[src/rtl/usb_rx_bit_recovery.sv]
// USB full-speed receive front end: line synchronizer, edge-driven bit timing
// recovery, NRZI decode, bit-stuff / stuff-error detection and EOP detection.
module usb_rx_bit_recovery #(
  parameter int unsigned CLKS_PER_BIT = 8,
  parameter int unsigned SAMPLE_POINT = 3,
  parameter int unsigned STUFF_RUN    = 6
) (
  input  logic clk,
  input  logic n_rst,
  input  logic d_plus_in,
  input  logic d_minus_in,
  input  logic rx_enable,
  output logic d_edge,
  output logic shift_enable,
  output logic d_orig,
  output logic bit_stuff,
  output logic eop,
  output logic stuff_err
);

  localparam int unsigned TW = (CLKS_PER_BIT > 2) ? $clog2(CLKS_PER_BIT) : 1;
  localparam int unsigned CW = $clog2(STUFF_RUN + 1);
  localparam logic [TW-1:0] TIMER_MAX = TW'(CLKS_PER_BIT - 1);
  localparam logic [TW-1:0] TIMER_SMP = TW'(SAMPLE_POINT);
  localparam logic [CW-1:0] ONES_MAX  = CW'(STUFF_RUN);

  typedef enum logic [1:0] {IDLE, RUN, EOP_WAIT} state_t;

  state_t        state;
  logic          dp_meta, dp_sync, dm_meta, dm_sync;
  logic          d_plus_prev, prev_bit;
  logic [TW-1:0] timer;
  logic [CW-1:0] ones_cnt;
  logic          sample, se0, bit_val, stuff_now;

  // Synchronizers reset to the idle J level so reset release is edge-free.
  always_ff @(posedge clk or negedge n_rst) begin
    if (!n_rst) begin
      dp_meta     <= 1'b1;
      dp_sync     <= 1'b1;
      dm_meta     <= 1'b0;
      dm_sync     <= 1'b0;
      d_plus_prev <= 1'b1;
    end else begin
      dp_meta     <= d_plus_in;
      dp_sync     <= dp_meta;
      dm_meta     <= d_minus_in;
      dm_sync     <= dm_meta;
      d_plus_prev <= dp_sync;
    end
  end

  assign d_edge = (dp_sync != d_plus_prev);

  always_comb begin
    sample    = (state == RUN) && (timer == TIMER_SMP);
    se0       = !dp_sync && !dm_sync;
    bit_val   = (dp_sync == prev_bit);
    stuff_now = (ones_cnt == ONES_MAX);
  end

  always_ff @(posedge clk or negedge n_rst) begin
    if (!n_rst) begin
      state        <= IDLE;
      timer        <= '0;
      ones_cnt     <= '0;
      prev_bit     <= 1'b1;
      shift_enable <= 1'b0;
      d_orig       <= 1'b0;
      bit_stuff    <= 1'b0;
      eop          <= 1'b0;
      stuff_err    <= 1'b0;
    end else begin
      shift_enable <= 1'b0;
      d_orig       <= 1'b0;
      bit_stuff    <= 1'b0;
      eop          <= 1'b0;
      stuff_err    <= 1'b0;
      if (!rx_enable) begin
        state    <= IDLE;
        timer    <= '0;
        ones_cnt <= '0;
        prev_bit <= 1'b1;
      end else begin
        case (state)
          IDLE: begin
            if (d_edge) begin
              state <= RUN;
              timer <= TW'(1);
            end
          end
          RUN: begin
            // Edge resync wins over wrap; the sample still uses the current count.
            if (d_edge)                  timer <= TW'(1);
            else if (timer == TIMER_MAX) timer <= '0;
            else                         timer <= timer + 1'b1;
            if (sample) begin
              if (se0) begin
                eop      <= 1'b1;
                ones_cnt <= '0;
                prev_bit <= 1'b1;
                state    <= EOP_WAIT;
              end else begin
                shift_enable <= 1'b1;
                d_orig       <= bit_val;
                prev_bit     <= dp_sync;
                if (stuff_now) begin
                  bit_stuff <= 1'b1;
                  stuff_err <= bit_val;
                  ones_cnt  <= '0;
                end else if (bit_val) begin
                  ones_cnt <= ones_cnt + 1'b1;
                end else begin
                  ones_cnt <= '0;
                end
              end
            end
          end
          EOP_WAIT: begin
            if (dp_sync && !dm_sync) begin
              state <= IDLE;
              timer <= '0;
            end
          end
          default: state <= IDLE;
        endcase
      end
    end
  end

endmodule
[config.mk]
export PLATFORM = sky130hd
export DESIGN_NAME = usb_rx_bit_recovery
export DESIGN_NICKNAME = d
export VERILOG_FILES = /design/src/rtl/usb_rx_bit_recovery.sv
export SDC_FILE = /design/constraint.sdc
export NUM_CORES = 1
export LEC_CHECK = 0
export CAP_MARGIN = 20
export CELL_PAD_IN_SITES_DETAIL_PLACEMENT = 1
export CELL_PAD_IN_SITES_GLOBAL_PLACEMENT = 1
export CORE_MARGIN = 5
export CORE_UTILIZATION = 46
export DETAILED_ROUTE_END_ITERATION = 8
export HOLD_SLACK_MARGIN = 0.06
export PLACE_DENSITY_LB_ADDON = 0.15
export RECOVER_POWER = 50
export SLEW_MARGIN = 10
export SYNTH_ARGS = -nofsm -noshare
export SYNTH_HDL_FRONTEND = slang
export SYNTH_SLANG_ARGS = --single-unit
[constraint.sdc]
create_clock -name clk -period 3.5 [get_ports clk]
set_input_delay 1.05 -clock clk [delete_from_list [all_inputs] [get_ports clk]]
set_output_delay 1.05 -clock clk [all_outputs]
set_load 0.01 [all_outputs]
# Yosys cells after proc, flatten, opt, wreduce, memory -nomap -nowiden

Cells that the tools add are included.

Add/sub/neg operators: 2
Multipliers: 0
Divide/modulo/power cells: 0
$lt $le $gt $ge: 0
Equality and inequality tests: 14
Shift operators: 0
Multiplexer cells: 44
Bitwise operators: 0
Reduce and logical (&&, ||, !) cells: 9

Operators by type and width:

| operator                                               | count |
|---|---|
| two-way mux 3 bit                                      | 11 |
| two-way mux 1 bit                                      | 26 |
| inequality test 3 bit (second input constant)          | 4 |
| two-way mux 2 bit                                      | 5 |
| case mux 3 bit (3 select lines)                        | 1 |
| adder 3 x 1 -> 3 bit (second input constant)           | 2 |
| equality test 3 bit (second input constant)            | 2 |
| case mux 2 bit (3 select lines)                        | 1 |
| inequality test 2 x 1 -> 1 bit (second input constant) | 2 |
| inequality test 4 x 1 -> 1 bit (second input constant) | 1 |
| AND reduction 4 bit                                    | 1 |
| equality test 3 x 2 -> 1 bit (second input constant)   | 1 |
| logical AND 1 bit                                      | 3 |
| AND reduction 3 bit                                    | 1 |
| equality test 2 x 1 -> 1 bit (second input constant)   | 1 |
| equality test 2 bit (second input constant)            | 1 |
| zero test 1 bit                                        | 2 |
| zero test 2 bit                                        | 1 |
| AND reduction 2 bit                                    | 1 |
| equality test 1 bit                                    | 1 |
| inequality test 1 bit                                  | 1 |

Bits in registers: 19
Bits in latches: 0
Memory bits (writable): 0
ROM bits: 0
Input port bits: 5
Output and inout bits: 6
Logic and storage cells: 83
Memories kept: 0

# Longest topological paths before layout

Gate-level depths: netlist (run 1).

Depth after elaboration: 7
Mapped depth: 7
Mapped depth without buffers: 6

# Worst setup path before layout (run 1)

OpenSTA, ideal clock, no wires.

Path kind: input to register
Start point: input rx_enable
End point: register timer[1]
Setup time: 0.125 ns
Data arrival time: 1.927 ns
Data required time: 3.375 ns
Slack: 1.448 ns
Stages on the path: 4
Buffers on the path: 0
Cell sequence: and4_1 > a31oi_2 > and3_4 > mux2_4

Longest elaborated chain between the ends: 2
Elaborated cells on any way between the ends: 5
Those cells by class: eq/ne (3); mux (1); reduce/logical (1)

Ends and longest elaborated chain:

| what                                                                                     | line | source |
|---|---|---|
| start, declared                                                                          | 12   | `input logic rx_enable,` |
| inequality test 4 x 1 -> 1 bit (no line) / inequality test 3 bit (equally long branches) | n/a  |  |
| AND reduction 3 bit (no line)                                                            | n/a  |  |
| end signal, assigned                                                                     | 96   | `else timer <= timer + 1'b1;` |
| end, declared                                                                            | 32   | `logic [TW-1:0] timer;` |

Several ways; a longest one is shown, not always the timed one.
A chain may end at the register's enable or synchronous reset.

# Worst setup path after layout (run 1)

Start point: register dp_sync
End point: output d_edge

Longest elaborated chain between the ends: 1

Ends and longest elaborated chain:

| what                   | line | source |
|---|---|---|
| start, declared        | 30   | `logic dp_meta, dp_sync, dm_meta, dm_sync;` |
| start signal, assigned | 46   | `dp_sync <= dp_meta;` |
| inequality test 1 bit  | 53   | `assign d_edge = (dp_sync != d_plus_prev);` |
| end, declared          | 13   | `output logic d_edge,` |

No other way between the ends.

==> out/summary.txt, run 1 <==
Post-synthesis average cell area = 11.1 um^2
Chip Width = 55.9 um
Number of enable flip-flop cells after synthesis = 0
Clock Tree Root = clkbuf_4
Syn Nets = 101
Effective utilization at floorplan = 48.9%
Fill cell total of the finished layout = 228
Yosys warning count = 0
CTS Hold Buffers Added = 0
TritonCTS clock tree = yes
Slew HR = 46.0%
CP bufs+invs = 2
Cells after DPL = 122
Peak supply drop = 0.249 mV
Async SR Flop Fraction = 100%
Post-layout min period = 2.80 ns
Leakage power of the design = 0.498 nW
Worst Skew = 0.00796 ns
Overall overflow remaining after global route = 0
Maximum net fanout on the critical path = 9
CTS resizes = 0
Clock input transition at the sequential cells of the worst setup and hold paths = 0.08 ns
Cells after synthesis = 87
Achievable clock frequency = 357 MHz
Wire length of the first global-routing pass = 2990 um
Endpoints failing hold = 0
Top library cells by usage in the layout, fill and taps aside = 15 x dfrtp_1, 9 x ha_1, 7 x nor2_1
Max-cap violations = 0
Detailed-placement wirelength estimate = 1350 um
Post-layout net count = 114
RSZ-0062 raised after global routing = false
Global router's overall resource usage = 12.3%
Drt first pass iters = 4
GP Congestion = 0.753
Vert. Die Dim = 55.9 um
Share of post-route cells with drive strength above 1 = 15.2%
Number of global-route vias before repair = 669
Total wire length = 1660 um
Clock sink count = 19
Wirelength per Cell = 13.2 um
Buffers from clock root to sink, at most = 2
Post-synthesis cell type count = 35
Number of antenna-violating nets in the routed design = 0
Type of origin of the critical path = register
Tightest Pin Transition = 0.807 ns
Hold crit path type = reg2reg
Share of the cycle needed by the critical path after routing = 80.1%
Initial antenna violation count = 0
Top-area cell type share of the netlist area = 38.8%
Kind of critical path = reg2out
I/O pin cnt = 11
Most common library cell in the layout ignoring fill and taps = dfrtp_1
Remaining DRCs = 0
Clock H-tree levels = 1
Worst setup EP type = output port
Via/cell ratio = 5.25
Antenna diode count = 0
Maximum number of pins on one net before global-route repair = 20
Number of DRC violations after detailed-routing iteration 0 = 11
Critical Path AT = 1.75 ns
Largest cells by area after synthesis = dfrtp_1 39%, ha_1 12%, dfstp_2 11%, nor2_1 2.7%, inv_1 2.3%
Synth area leader = dfrtp_1
Core box area = 1980 um^2
Worst hold slack = 0.361 ns
Slowest stage cell on the critical path = dfstp_1
Number of synthesized register bits = 19
Number of cells in the finished layout apart from fillers = 126
Cell Rows = 16
Sum Neg Setup Slack = 0 ns
Cell area after technology mapping = 968 um^2
Fraction of the yosys area taken by sequential cells = 49.6%
Buffer count from post-CTS setup fixing = 0
Routed vias = 662
Setup-failing EPs final = 0
Crit path cell chain = xnor2_1, inv_1, clkdlybuf4s50_1
Layout Area Growth over Synthesis = 15.5%
Result of the run = finished clean
Required @ worst endpoint = 2.45 ns
Category of cells accounting for the largest share of critical-path delay = flip-flops
Number of buffers added by the clock tree synthesis step = 3
Count of port buffers added during placement = 10
Area enclosed by the die boundary = 3120 um^2
Latest clock arrival within the worst-skew pair = 0.29 ns
Dominant register cell in the synthesized netlist = dfrtp_1
Longest individual stage delay on the worst path = 0.69 ns
Final number of max-transition violations = 0
Power per cell area = 450 nW/um^2
Reg-to-reg slack, setup = 1.67 ns
[path summary, 6_finish.rpt]
path	startpoint	to	depth (start not counted)
min in group asynchronous	n_rst	bit_stuff$_DFF_PN0_	1
max in group asynchronous	n_rst	ones_cnt[1]$_DFFE_PN0P_	1
max reg2reg	timer[0]$_DFFE_PN0P_	state[0]$_DFFE_PN0P_	6
max	dp_sync$_DFF_PN1_	d_edge	3
min reg2reg	dm_meta$_DFF_PN0_	dm_sync$_DFF_PN0_	0
min	dm_meta$_DFF_PN0_	dm_sync$_DFF_PN0_	0
[metal layers]
metal | vias to the layer above | wire length, um | GRT usage, %
li1 | 328 | - | -
met1 | 313 | 793 | 15.2
met2 | 14 | 740 | 18.8
met3 | 7 | 85 | 4.64
met4 | 0 | 43 | 6.10
met5 | - | 0 | 0
[where the power goes]
group          leakage (nW)  total, W  switching (W)  internal, W
registers             0.242  0.000255      0.0000152     0.000239
logic                 0.241  0.000147      0.0000785    0.0000682
clock network        0.0150  0.000102      0.0000580    0.0000443
total                 0.498  0.000504       0.000152     0.000352
[state kept, by name (all words and copies together) (netlist names)]
signal        cells
bit_stuff         1
dm_sync           1
shift_enable      1
dm_meta           1
dp_meta           1
stuff_err         1
prev_bit          1
dp_sync           1
timer             3
d_plus_prev       1
state             2
d_orig            1
eop               1
ones_cnt          3
[cells in the mapped netlist, types with 3 or more instances]
| cell type | n |
|---|---|
| o21ai_0 | 3 |
| a21oi_1 | 3 |
| dfstp_2 | 4 |
| inv_1 | 6 |
| dfrtp_1 | 15 |
| nand2_1 | 5 |
| nor2_1 | 7 |
| ha_1 | 9 |
| nand3_1 | 3 |
[worst reg2reg max path, cell delays in order (launching register included)]
cell and delay, ns:
dfrtp_1 0.40, ha_1 0.19, ha_1 0.29, or3b_1 0.42, nand3_1 0.10, a31oi_1 0.09, a41o_1 0.23
[cells by family after synthesis]
family,Yosys count,share of synthesized area [%]
AND/OR/NAND/NOR,31,19.4
flip-flops,19,49.6
AO/OA/AOI/OAI,17,12.5
adder cells (fa/ha/maj),9,11.6
buffers and inverters,8,3.36
multiplexers,2,2.58
XOR/XNOR,1,0.905
[per-stage QoR]
stage	utilization (%)	worst slack, ns	power [W]	instance area, um^2
6_report	56.4	0.697	0.000504	1120
5_1_grt	56.4	0.575	0.000546	1120
4_1_cts	56.4	0.768	0.000514	1120
3_5_place_dp	55.1	0.650	0.000407	1090
3_3_place_gp	55.1	0.704	0.000403	1090
2_1_floorplan	-	1.45	0.000365	968
[layout make-up]
class,count,area (um^2),share of cell area [%]
Sequential cell,19,480,43.0
Multi-Input combinational cell,60,455,40.7
Timing Repair Buffer,10,100,8.95
Tap cell,27,33.8,3.02
Clock buffer,4,26.3,2.35
Inverter,6,22.5,2.01
No activity file was read; power rests on OpenSTA's default activity.
==> run 2: changes to the inputs <==
- CORE_UTILIZATION: 46 -> 42
- clock period: 3.5 -> 2.6 ns (I/O delays scaled with it)
==> run 2 against run 1 <==
Compared with the run above: critical endpoint unchanged; count of clock-buffer cells in the layout shrank 1; clock power increased by 47%; largest power group unchanged; core utilization shrank 5.3 points; critical path depth unchanged; clock skew is 0.0027 ns lower; worst setup slack lost 0.55 ns.
==> out/summary.txt, run 2 (synthesis gave the netlist of run 1 again) <==
Antenna diode count = 0 (unchanged)
Wirelength per Cell = 13.1 um (-0.92%)
Count of port buffers added during placement = 10 (unchanged)
Number of buffers added by the clock tree synthesis step = 3 (unchanged)
Clock sink count = 19 (unchanged)
Final number of max-transition violations = 0 (unchanged)
Post-route worst setup slack = 0.152 ns (-0.545 ns)
Number of DRC violations after detailed-routing iteration 0 = 3 (-8)
Post-layout net count = 116 (+1.8%)
Routed vias = 666 (+0.60%)
Sum Neg Setup Slack = 0 ns (unchanged)
I/O pin cnt = 11 (unchanged)
Hold crit path type = reg2reg
Cell Rows = 17 (+1)
Overall overflow remaining after global route = 0 (unchanged)
Chip Width = 58.0 um (+3.8%)
Initial antenna violation count = 0 (unchanged)
Setup-failing EPs final = 0 (unchanged)
Number of antenna-violating nets in the routed design = 0 (unchanged)
GP Congestion = 0.848 (+13%)
Multi-input gate area in the final layout = 455 um^2 (unchanged)
Vert. Die Dim = 58.0 um (+3.8%)
Most common library cell in the layout ignoring fill and taps = dfrtp_1
Max-cap violations = 0 (unchanged)
Result of the run = finished clean
Area of placed instances = 1110 um^2 (+1.5%)
Worst setup EP type = output port
Maximum net fanout on the critical path = 9 (unchanged)
Post-layout min period = 2.45 ns
Tightest Pin Transition = 0.942 ns (+0.135 ns)
Clock H-tree levels = 1 (unchanged)
Power per cell area = 607 nW/um^2 (+35%)
Slowest stage cell on the critical path = dfstp_2
Kind of critical path = reg2out
Fill cell total of the finished layout = 255 (+12%)
Post-placement setup slack = 0.216 ns (-0.434 ns)
CTS Hold Buffers Added = 0 (unchanged)
Top library cells by usage in the layout, fill and taps aside = 15 x dfrtp_1, 9 x ha_1, 7 x nor2_1, 7 x clkdlybuf4s50_1, 6 x inv_1
TritonCTS clock tree = yes
Share of the cycle needed by the critical path after routing = 94.2%
Clock input transition at the sequential cells of the worst setup and hold paths = 0.11 ns (+0.03 ns)
Achievable clock frequency = 409 MHz
Global router's overall resource usage = 12.0% (-0.33 points)
Wire length of the first global-routing pass = 3020 um (+0.94%)
Drt first pass iters = 2 (-2)
Area of all placed cells without fillers = 1130 um^2 (+1.2%)
Endpoints failing hold = 0 (unchanged)
Clock Tree Root = clkbuf_4
Area enclosed by the die boundary = 3370 um^2 (+7.8%)
Detailed-placement wirelength estimate = 1340 um (-0.59%)
Leakage power of the design = 0.507 nW (+1.8%)
Peak supply drop = 0.346 mV (+39%)
Number of global-route vias before repair = 665 (-0.60%)
Share of post-route cells with drive strength above 1 = 17.8% (+2.7 points)
Total wire length = 1690 um (+1.4%)
Slew HR = 37.2% (-8.9 points)
Latest clock arrival within the worst-skew pair = 0.30 ns (about the same)
Buffer count from post-CTS setup fixing = 0 (unchanged)
Critical Path AT = 1.67 ns (-0.08 ns)
RSZ-0062 raised after global routing = false
Via/cell ratio = 5.16 (-1.7%)
Longest individual stage delay on the worst path = 0.63 ns (-0.06 ns)
Worst Skew = 0.00531 ns (-0.00265 ns)
Maximum number of pins on one net before global-route repair = 20 (unchanged)
Buffers from clock root to sink, at most = 2 (unchanged)
Core box area = 2210 um^2 (+12%)
Regs by FF count = ones_cnt x3, timer x3, state x2
Remaining DRCs = 0 (unchanged)
Layout Area Growth over Synthesis = 16.9%
Crit path cell chain = xnor2_1, inv_1, clkdlybuf4s50_1
CTS resizes = 0 (unchanged)
Effective utilization at floorplan = 43.8% (-5.1 points)
Footprint of the flip-flops and latches = 480 um^2 (unchanged)
Type of origin of the critical path = register
Required @ worst endpoint = 1.82 ns (-0.63 ns)
## run 2: cell count changes in the layout (fill, tap and decap cells not counted)
cell,change
dfstp_1,-1
clkinv_2,+1
clkdlybuf4s50_1,+1
dlygate4sd3_1,-1
buf_4,+1
dfstp_2,+1
## run 2: critical path: cells and delay by family, from the launching register on
family / cells / cell delay (ns)
buffers and inverters: 2 / 0.55
xor gates and xnor gates: 1 / 0.19
DFF: 1 / 0.63
## run 2: path summary, 6_finish.rpt
| path | from | endpoint | slack, ns | cells past startpoint |
|---|---|---|---|---|
| setup / recovery | dp_sync$_DFF_PN1_ | d_edge | 0.15 | 3 |
| hold / removal | dm_meta$_DFF_PN0_ | dm_sync$_DFF_PN0_ | 0.36 | 0 |
| setup reg to reg | timer[0]$_DFFE_PN0P_ | state[0]$_DFFE_PN0P_ | 0.81 | 6 |
| hold reg to reg | dm_meta$_DFF_PN0_ | dm_sync$_DFF_PN0_ | 0.36 | 0 |
| max in group asynchronous | n_rst | dm_sync$_DFF_PN0_ | 0.91 | 2 |
| min in group asynchronous | n_rst | timer[2]$_DFFE_PN0P_ | 1.12 | 2 |
## run 2: area by class of cell
| type | count | area share [%] |
|---|---|---|
| multi-input combinational | 60 | 40.2 |
| clock inverter | 1 | 0.442 |
| inverter | 6 | 1.99 |
| sequential | 19 | 42.4 |
| timing repair buffer | 12 | 9.83 |
| clock buffer | 3 | 1.99 |
| tap | 28 | 3.09 |
## run 2: layer usage
| layer | vias up | global-route usage [%] | share of wire [%] |
|---|---|---|---|
| met1 | 319 | 16.2 | 47 |
| met2 | 11 | 17.3 | 46 |
| li1 | 331 | - | - |
| met3 | 5 | 2.23 | 4.4 |
| met4 | 0 | 7.95 | 3.0 |
| met5 | - | 0 | 0 |
## run 2: power by group
part	switching [W]	internal (W)
combinational	0.000102	0.0000937
sequential	0.0000187	0.000323
clock	0.0000930	0.0000575
total	0.000214	0.000474
## run 2: per-stage QoR
stage	util [%]	hold slack [ns]	instances	total power, W
after floorplan	-	0.331	87	0.000491
after global placement	50.1	0.334	125	0.000544
after detailed placement	50.1	0.338	125	0.000548
after CTS	51.4	0.364	129	0.000702
after global routing	51.2	0.375	129	0.000738
final	51.2	0.359	129	0.000688
==> run 3: changes to the inputs <==
- CORE_UTILIZATION: 42 -> 35
==> run 3 against run 2 <==
Compared with the run above: critical path depth did not move; sequential share of layout area fell by 0.093 points; sequential cell count did not move; count of clock-buffer cells in the layout rose by 1; sequential power barely moved; first-iteration DRC count rose to 5.7 times the previous value; power fell by 1.0%; largest power group unchanged.
==> out/summary.txt, run 3 (synthesis gave the netlist of run 1 again) <==
Number of buffers added by the clock tree synthesis step = 3 (unchanged)
Cell Rows = 19 (+2)
Area of all placed cells without fillers = 1130 um^2 (+0.22%)
Max-cap violations = 0 (unchanged)
End point of the worst hold path = dm_sync$_DFF_PN0_
Post-layout net count = 116 (unchanged)
Power per cell area = 600 nW/um^2 (-1.2%)
Capture point of the worst reg-to-reg path = state[0]$_DFFE_PN0P_
Remaining DRCs = 0 (unchanged)
Worst Skew = 0.00251 ns (-0.00279 ns)
Slowest stage cell on the critical path = dfstp_2
Peak supply drop = 0.307 mV (-11%)
Reg-to-reg slack, setup = 0.80 ns (about the same)
Post-layout min period = 2.45 ns (+0.00167 ns)
Buffers from clock root to sink, at most = 2 (unchanged)
Maximum number of pins on one net before global-route repair = 13 (-35%)
Effective utilization at floorplan = 35.7% (-8.0 points)
Number of global-route vias before repair = 716 (+7.7%)
Worst setup EP type = output port
TritonCTS clock tree = yes
Via/cell ratio = 5.21 (+0.96%)
Top library cells by usage in the layout, fill and taps aside = 15 x dfrtp_1, 9 x ha_1, 7 x nor2_1, 7 x clkdlybuf4s50_1, 6 x inv_1
RSZ-0062 raised after global routing = false
Kind of critical path = reg2out
Instance count on the critical path = 3 (unchanged)
Antenna diode count = 0 (unchanged)
Critical Path AT = 1.67 ns (about the same)
Clk network pwr share = 20.5% (-1.4 points)
Hold crit path type = reg2reg
Beginning of the worst register-to-register path = timer[0]$_DFFE_PN0P_
Area of placed instances = 1110 um^2 (+0.34%)
Clock H-tree levels = 1 (unchanged)
CTS Hold Buffers Added = 0 (unchanged)
Buffer count from post-CTS setup fixing = 0 (unchanged)
Clock Tree Root = clkbuf_4
Regs by FF count = ones_cnt x3, timer x3, state x2
Leakage power of the design = 0.504 nW (-0.54%)
Slew HR = 63.7% (+26 points)
Detailed-placement wirelength estimate = 1430 um (+6.8%)
Chip Width = 62.6 um (+7.9%)
Drt first pass iters = 4 (+2)
Start point of the worst hold path = dm_meta$_DFF_PN0_
Category of cells accounting for the largest share of critical-path delay = flip-flops
Clock input transition at the sequential cells of the worst setup and hold paths = 0.10 ns (about the same)
Area enclosed by the die boundary = 3920 um^2 (+16%)
Relative contribution of sequential cells to total power = 50.1% (+0.5 points)
Number of cells on the worst reg-to-reg path = 6 (unchanged)
Vert. Die Dim = 62.6 um (+7.9%)
Required @ worst endpoint = 1.82 ns (about the same)
Result of the run = finished clean
Internal Dissipation = 0.000476 W (+0.50%)
Worst hold path depth = 0 (unchanged)
Clock sink count = 19 (unchanged)
Core box area = 2710 um^2 (+23%)
Crit path cell chain = xnor2_1, inv_1, clkdlybuf4s50_1
Global router's overall resource usage = 10.1% (-1.9 points)
Number of antenna-violating nets in the routed design = 0 (unchanged)
Net Sw Power = 0.000205 W (-4.4%)
I/O pin cnt = 11 (unchanged)
Most common library cell in the layout ignoring fill and taps = dfrtp_1
Fraction of power consumed by combinational cells = 29.4% (+0.9 points)
CTS resizes = 0 (unchanged)
GP Congestion = 0.838 (-1.2%)
Routed vias = 688 (+3.3%)
Endpoints failing hold = 0 (unchanged)
Count of port buffers added during placement = 10 (unchanged)
Type of origin of the critical path = register
Maximum net fanout on the critical path = 9 (unchanged)
Wirelength per Cell = 13.4 um (+2.9%)
Layout Area Growth over Synthesis = 17.2%
Initial antenna violation count = 0 (unchanged)
Setup-failing EPs final = 0 (unchanged)
Number of DRC violations after detailed-routing iteration 0 = 17 (+14)
CP bufs+invs = 2 (unchanged)
Latest clock arrival within the worst-skew pair = 0.29 ns (about the same)
Final number of max-transition violations = 0 (unchanged)
Switch share = 30.1% (-1.1 points)
Total wire length = 1780 um (+5.3%)
Achievable clock frequency = 408 MHz (about the same)
Sum Neg Setup Slack = 0 ns (unchanged)
Share of post-route cells with drive strength above 1 = 16.8% (-0.99 points)
Tightest Pin Transition = 0.543 ns (-0.399 ns)
Overall overflow remaining after global route = 0 (unchanged)
Longest individual stage delay on the worst path = 0.62 ns (about the same)
Wire length of the first global-routing pass = 3120 um (+3.4%)
Share of the cycle needed by the critical path after routing = 94.2% (about the same)
==> run 3: changes by cell type in the layout (fill, tap and decap cells not counted), sizes merged <==
cell    before  now
clkbuf       4    5
clkinv       1    0
==> run 3: worst reg2reg max path, cell delays in order, from the launching register on <==
cell and delay, ns:
dfrtp_1 0.39, ha_1 0.19, ha_1 0.28, or3b_1 0.42, nand3_1 0.11, a31oi_1 0.09, a41o_1 0.23
==> run 3: how the worst max path moves through the flow <==
stage,startpoint,to,slack (ns)
CTS,dp_sync$_DFF_PN1_,d_edge,0.12
floorplan,rx_enable,timer[1]$_DFFE_PN0P_,0.82
global placement,rx_enable,timer[1]$_DFFE_PN0P_,0.25
global route,dp_sync$_DFF_PN1_,d_edge,0.04
finish,dp_sync$_DFF_PN1_,d_edge,0.15
detailed placement,rx_enable,timer[1]$_DFFE_PN0P_,0.20
==> run 3: cell type report <==
class,count,area (um^2)
Clock buffer,4,26.3
Fill cell,302,1580
Inverter,6,22.5
Multi-Input combinational cell,60,455
Sequential cell,19,480
Tap cell,31,38.8
Timing Repair Buffer,12,111
==> run 3: power groups by stage <==
stage               combinational, W  sequential [W]  clock [W]
finish                      0.000200        0.000341   0.000140
global route                0.000226        0.000347   0.000166
CTS                         0.000204        0.000342   0.000150
detailed placement          0.000203        0.000346          0
global placement            0.000200        0.000346          0
floorplan                   0.000149        0.000342          0
==> run 3: routing by layer <==
layer | routed length [um] | track usage [%]
met3 | 132 | 4.86
met4 | 23 | 3.18
met5 | 0 | 0
met2 | 825 | 16.8
met1 | 793 | 11.1
==> run 3: per-stage QoR <==
step	std cells	hold WS (ns)	total power, W	setup WS [ns]	util [%]
after detailed placement	128	0.337	0.000549	0.202	41.0
after floorplan	87	0.331	0.000491	0.818	-
after global placement	128	0.332	0.000546	0.251	41.0
after CTS	132	0.362	0.000696	0.123	42.0
final	132	0.358	0.000681	0.150	41.9
after global routing	132	0.374	0.000739	0.0379	41.9
